$ cat config.mk
export PLATFORM = sky130hd
export DESIGN_NAME = aftab_shift_register_seq
export DESIGN_NICKNAME = d
export VERILOG_FILES = /design/src/rtl/aftab_shift_register_seq.sv
export SDC_FILE = /design/constraint.sdc
export NUM_CORES = 1
export LEC_CHECK = 0
export ABC_AREA = 1
export CAP_MARGIN = 40
export CORE_MARGIN = 5
export CORE_UTILIZATION = 40
export DETAILED_ROUTE_END_ITERATION = 16
export PLACE_DENSITY = 0.72
export SLEW_MARGIN = 10
export SYNTH_ARGS = -nofsm -noshare
export SYNTH_HDL_FRONTEND = slang
export SYNTH_SLANG_ARGS = --single-unit
$ cat constraint.sdc
create_clock -name clk -period 2.2 [get_ports clk]
set_input_delay 0.44 -clock clk [delete_from_list [all_inputs] [get_ports clk]]
set_output_delay 0.44 -clock clk [all_outputs]
set_load 0.03 [all_outputs]
$ cat src/rtl/aftab_shift_register_seq.sv
// rtl/aftab_shift_register_seq.sv - multi-mode shift register with counted multi-step shift sequencer
module aftab_shift_register_seq #(
    parameter int SIZE = 32,
    parameter int SHW  = $clog2(SIZE)
) (
    input  logic            clk,
    input  logic            rst,
    input  logic [SIZE-1:0] dataIn,
    input  logic            ld,
    input  logic            init,
    input  logic            start,
    input  logic            shEn,
    input  logic [1:0]      mode,
    input  logic [SHW-1:0]  shamt,
    input  logic            serIn,
    output logic [SIZE-1:0] dataOut,
    output logic            serOut,
    output logic            busy,
    output logic            done
);

    typedef enum logic [1:0] {
        IDLE  = 2'd0,
        SHIFT = 2'd1,
        DONE  = 2'd2
    } state_t;

    state_t          state_q, state_d;
    logic [SIZE-1:0] data_q;
    logic            ser_q;
    logic [SHW-1:0]  cnt_q;
    logic [1:0]      mode_q;
    logic [1:0]      step_mode;
    logic [SIZE-1:0] step_data;
    logic            step_ser;
    logic            accept;

    assign accept = (state_q != SHIFT);

    // A running operation uses the mode latched at start; single steps use the live mode.
    always_comb begin
        step_mode = (state_q == SHIFT) ? mode_q : mode;
        step_data = data_q;
        step_ser  = ser_q;
        case (step_mode)
            2'b00: begin
                step_data = {data_q[SIZE-2:0], serIn};
                step_ser  = data_q[SIZE-1];
            end
            2'b01: begin
                step_data = {serIn, data_q[SIZE-1:1]};
                step_ser  = data_q[0];
            end
            2'b10: begin
                step_data = {data_q[SIZE-1], data_q[SIZE-1:1]};
                step_ser  = data_q[0];
            end
            default: begin
                step_data = {data_q[SIZE-2:0], data_q[SIZE-1]};
                step_ser  = data_q[SIZE-1];
            end
        endcase
    end

    always_ff @(posedge clk) begin
        if (!rst) begin
            state_q <= IDLE;
            data_q  <= '0;
            ser_q   <= 1'b0;
            cnt_q   <= '0;
            mode_q  <= 2'b00;
        end else begin
            state_q <= state_d;
            if (init) begin
                data_q <= '0;
                ser_q  <= 1'b0;
                cnt_q  <= '0;
            end else if (!accept) begin
                data_q <= step_data;
                ser_q  <= step_ser;
                cnt_q  <= cnt_q - SHW'(1);
            end else if (ld) begin
                data_q <= dataIn;
            end else if (start) begin
                mode_q <= mode;
                cnt_q  <= shamt;
            end else if (shEn) begin
                data_q <= step_data;
                ser_q  <= step_ser;
            end
        end
    end

    always_comb begin
        state_d = state_q;
        if (init) begin
            state_d = IDLE;
        end else begin
            case (state_q)
                SHIFT: state_d = (cnt_q == SHW'(1)) ? DONE : SHIFT;
                default: begin
                    if (ld)
                        state_d = IDLE;
                    else if (start)
                        state_d = (shamt == '0) ? DONE : SHIFT;
                    else
                        state_d = IDLE;
                end
            endcase
        end
    end

    always_comb begin
        dataOut = data_q;
        serOut  = ser_q;
        busy    = (state_q == SHIFT);
        done    = (state_q == DONE);
    end

endmodule
==> impl_metrics.env <==
export IMPL_fin_setup_tns_ns=0
export IMPL_rows=30
export IMPL_min_from="mode_q[1]"
export IMPL_timing_final_hold_violations=0
export IMPL_synth_area_leader_cell="dfxtp_1"
export IMPL_total_power_mw=2.072
export IMPL_wl_per_cell_um=13.10
export IMPL_final_util_pct=57.31
export IMPL_drive_gt1_share_pct=8.303
export IMPL_r2r_worst_path_cells=12
export IMPL_rr_startpoint="state_q[1]"
export IMPL_postRouteAntennaNets=0
export IMPL_drtIter0Drc=196
export IMPL_place_congestion=0.8048
export IMPL_pwr_share_seq_pct=40.4
export IMPL_fin_area_sq_mm=0.003894
export IMPL_fp_dieArea_sq_mm=0.008791
export IMPL_crit_type="in -> reg"
export IMPL_gr_total_overflow=0
export IMPL_relSlewSlack_pct=69.91
export IMPL_grt_total_usage_pct=19.37
export IMPL_cts_made_buffers=5
export IMPL_worstPathRequired_ns=2.42
export IMPL_skew_ns=0.009330
export IMPL_intPower_mw=1.407
export IMPL_p_clk_share_pct=29.9
export IMPL_hold_path_cell_count=2
export IMPL_max_freq_ghz=0.4739
export IMPL_ys_seq_elements=42
export IMPL_port_buffers=80
export IMPL_worst_pin_slew_ns=0.4466
export IMPL_synthesis_nets=524
export IMPL_layout_setup_ws_ns=0.08966
export IMPL_htree_levels=2
export IMPL_synth_flop_cell="dfxtp_1"
export IMPL_cellLeakagePower_nw=1.686
export IMPL_grt_pass1_wl_mm=14.01
export IMPL_cts_sinks=42
export IMPL_power_density_mw_per_mm2=532.2
export IMPL_ys_top_cells_by_count="nand2_1, o21ai_0, inv_1"
export IMPL_placed_cells=641
export IMPL_synthDistinctLibCells=23
export IMPL_power_switching_mw=0.6654
export IMPL_nNetsFinal=605
export IMPL_die_height_um=93.76
export IMPL_synth_seq_area_share_pct=29.96
export IMPL_yosys_top_cells_area="dfxtp_1, nand2_1, o21ai_0"
export IMPL_post_route_period_util_pct=95.92
export IMPL_outcome="complete, no violations"
export IMPL_clkLatencyLatePin_ns=0.30
export IMPL_synth_edf_count=0
export IMPL_preCtsSetupSlack_ns=-0.2570
export IMPL_switching_share_pct=32.11
export IMPL_syn_inst=472
export IMPL_vias=3207
export IMPL_yosysTopAreaCellShare_pct=29.96
export IMPL_fin_hold_ws_ns=0.4648
export IMPL_cts_tree="built"
export IMPL_placed_cell_area_sq_mm=0.003759
export IMPL_arrival_ns=2.33
export IMPL_dp_hpwl_mm=6.097
export IMPL_start_kind="input port"
export IMPL_core_sq_mm=0.006794
export IMPL_antennaDiodeCount=0
export IMPL_setup_viol=0
export IMPL_whs_endpoint="mode_q[1]"
export IMPL_end_kind="flip-flop"
export IMPL_boundaryPins=81
export IMPL_drc_errors=0
export IMPL_min_period_ns=2.110
export IMPL_path_max_fanout=14
export IMPL_post_cts_buffers=0
export IMPL_hold_path_class="reg -> reg"
export IMPL_clockBufferDepth=2
export IMPL_syn_avg_cell_area_sq_um=5.946
export IMPL_area_growth_pct=38.74
export IMPL_fin_cells=650
export IMPL_yosys_warnings=0
export IMPL_grt_max_degree=65
export IMPL_peakVddDrop_mv=0.2954
export IMPL_regToRegEndpoint="dataOut[6]"
export IMPL_vias_per_cell=4.934
export IMPL_antenna_found_initial=0
export IMPL_slew_viol_final=0
export IMPL_start_util_pct=41.31
export IMPL_die_w_um=93.76
export IMPL_synth_most_common_cell="nand2_1"
export IMPL_combinationalPowerShare_pct=29.7
export IMPL_drt_pass1_iter_count=4
export IMPL_cap_violations=0
export IMPL_synth_area_sq_mm=0.002806
export IMPL_rrSetupSlack_ns=0.19
export IMPL_clock_root_buffer="clkbuf_8"
export IMPL_async_flop_share_pct=0
export IMPL_clk_pin_slew_worst_paths_ns=0.09
export IMPL_routed_wl_mm=8.515
export IMPL_grt_pass1_vias=2925
[layout make-up]
class	instances	area [sq um]
fillers	699	2900
multi-input cells	343	1600
repair buffers	102	1001
flip-flops and latches	42	840.8
inverters	59	221.5
well taps	96	120.1
clock buffers	6	72.57
clock inverters	2	37.54
[flip-flops by register name, summed over array words and instances (netlist names)]
| name | flops |
|---|---|
| mode_q | 2 |
| serOut | 1 |
| dataOut | 32 |
| cnt_q | 5 |
| state_q | 2 |
[metal layers]
| metal | global-route usage (%) | vias to the layer above | share of wire (%) |
|---|---|---|---|
| met1 | 26.49 | 1447 | 45 |
| met5 | 0 | - | 0 |
| met3 | 2.965 | 12 | 5.6 |
| li1 | - | 1657 | - |
| met4 | 4.813 | 0 | 1.3 |
| met2 | 31.82 | 91 | 48 |
[placed cells by master, fill, tap and decap left out]
| cell | count |
|---|---|
| nand2_1 | 129 |
| nand2_2 | 1 |
| nor2_4 | 2 |
| dfxtp_1 | 42 |
| buf_4 | 18 |
| clkdlybuf4s50_1 | 80 |
| nand3_1 | 49 |
| nor2_1 | 42 |
| nor3_1 | 1 |
| inv_2 | 4 |
| a21oi_1 | 39 |
| bufinv_16 | 1 |
| nand2_8 | 1 |
| nand3_2 | 1 |
| ha_1 | 3 |
| clkinvlp_4 | 1 |
| buf_2 | 1 |
| o21ai_1 | 5 |
| o21ai_0 | 62 |
| or2_2 | 2 |
| clkbuf_8 | 5 |
| ha_2 | 3 |
| buf_12 | 3 |
| nand2_4 | 1 |
| clkbuf_1 | 1 |
| inv_1 | 55 |
| nor2_2 | 2 |
[worst max-delay path: stages]
cell and delay (ns):
clkdlybuf4s50_1 0.42, or2_2 0.29, o21ai_0 0.14, buf_4 0.18
ha_2 0.21, inv_1 0.05, nand2_1 0.13, buf_12 0.15
nand2_1 0.05, nand3_1 0.06, nand2_1 0.05, a21oi_1 0.15
[timing repair]
item                                    CTS  global route
resized for setup                         0            10
hold buffers                              0             0
endpoints found under the setup margin    0            20
[kinds of logic after synthesis]
logic type | Yosys count | share of synthesized area, %
AOI/OAI and AO/OA | 106 | 18.90
adders and majority gates | 6 | 2.675
buffers and inverters | 87 | 13.82
DFF | 42 | 29.96
and+or+nand+nor | 231 | 34.64
[power by group through the flow]
stage	registers [mW]	clock network, mW	logic [mW]
after floorplan	0.904	0	0.300
after global placement	0.853	0	0.593
after detailed placement	0.853	0	0.602
after CTS	0.836	0.632	0.606
after global routing	0.843	0.661	0.681
final	0.837	0.620	0.615
[worst max path at each step]
stage	startpoint	slack, ns	endpoint	cells after the start
2_1_floorplan	state_q[0]	0.001	dataOut[0]	13
5_1_grt	mode[0]	-0.008	dataOut[0]	12
3_3_place_gp	mode[0]	-0.17	dataOut[26]	11
6_report	mode[0]	0.09	dataOut[6]	12
4_1_cts	mode[0]	0.06	dataOut[28]	11
3_5_place_dp	mode[0]	-0.26	dataOut[28]	11
Power figures use the tool's default switching activity.
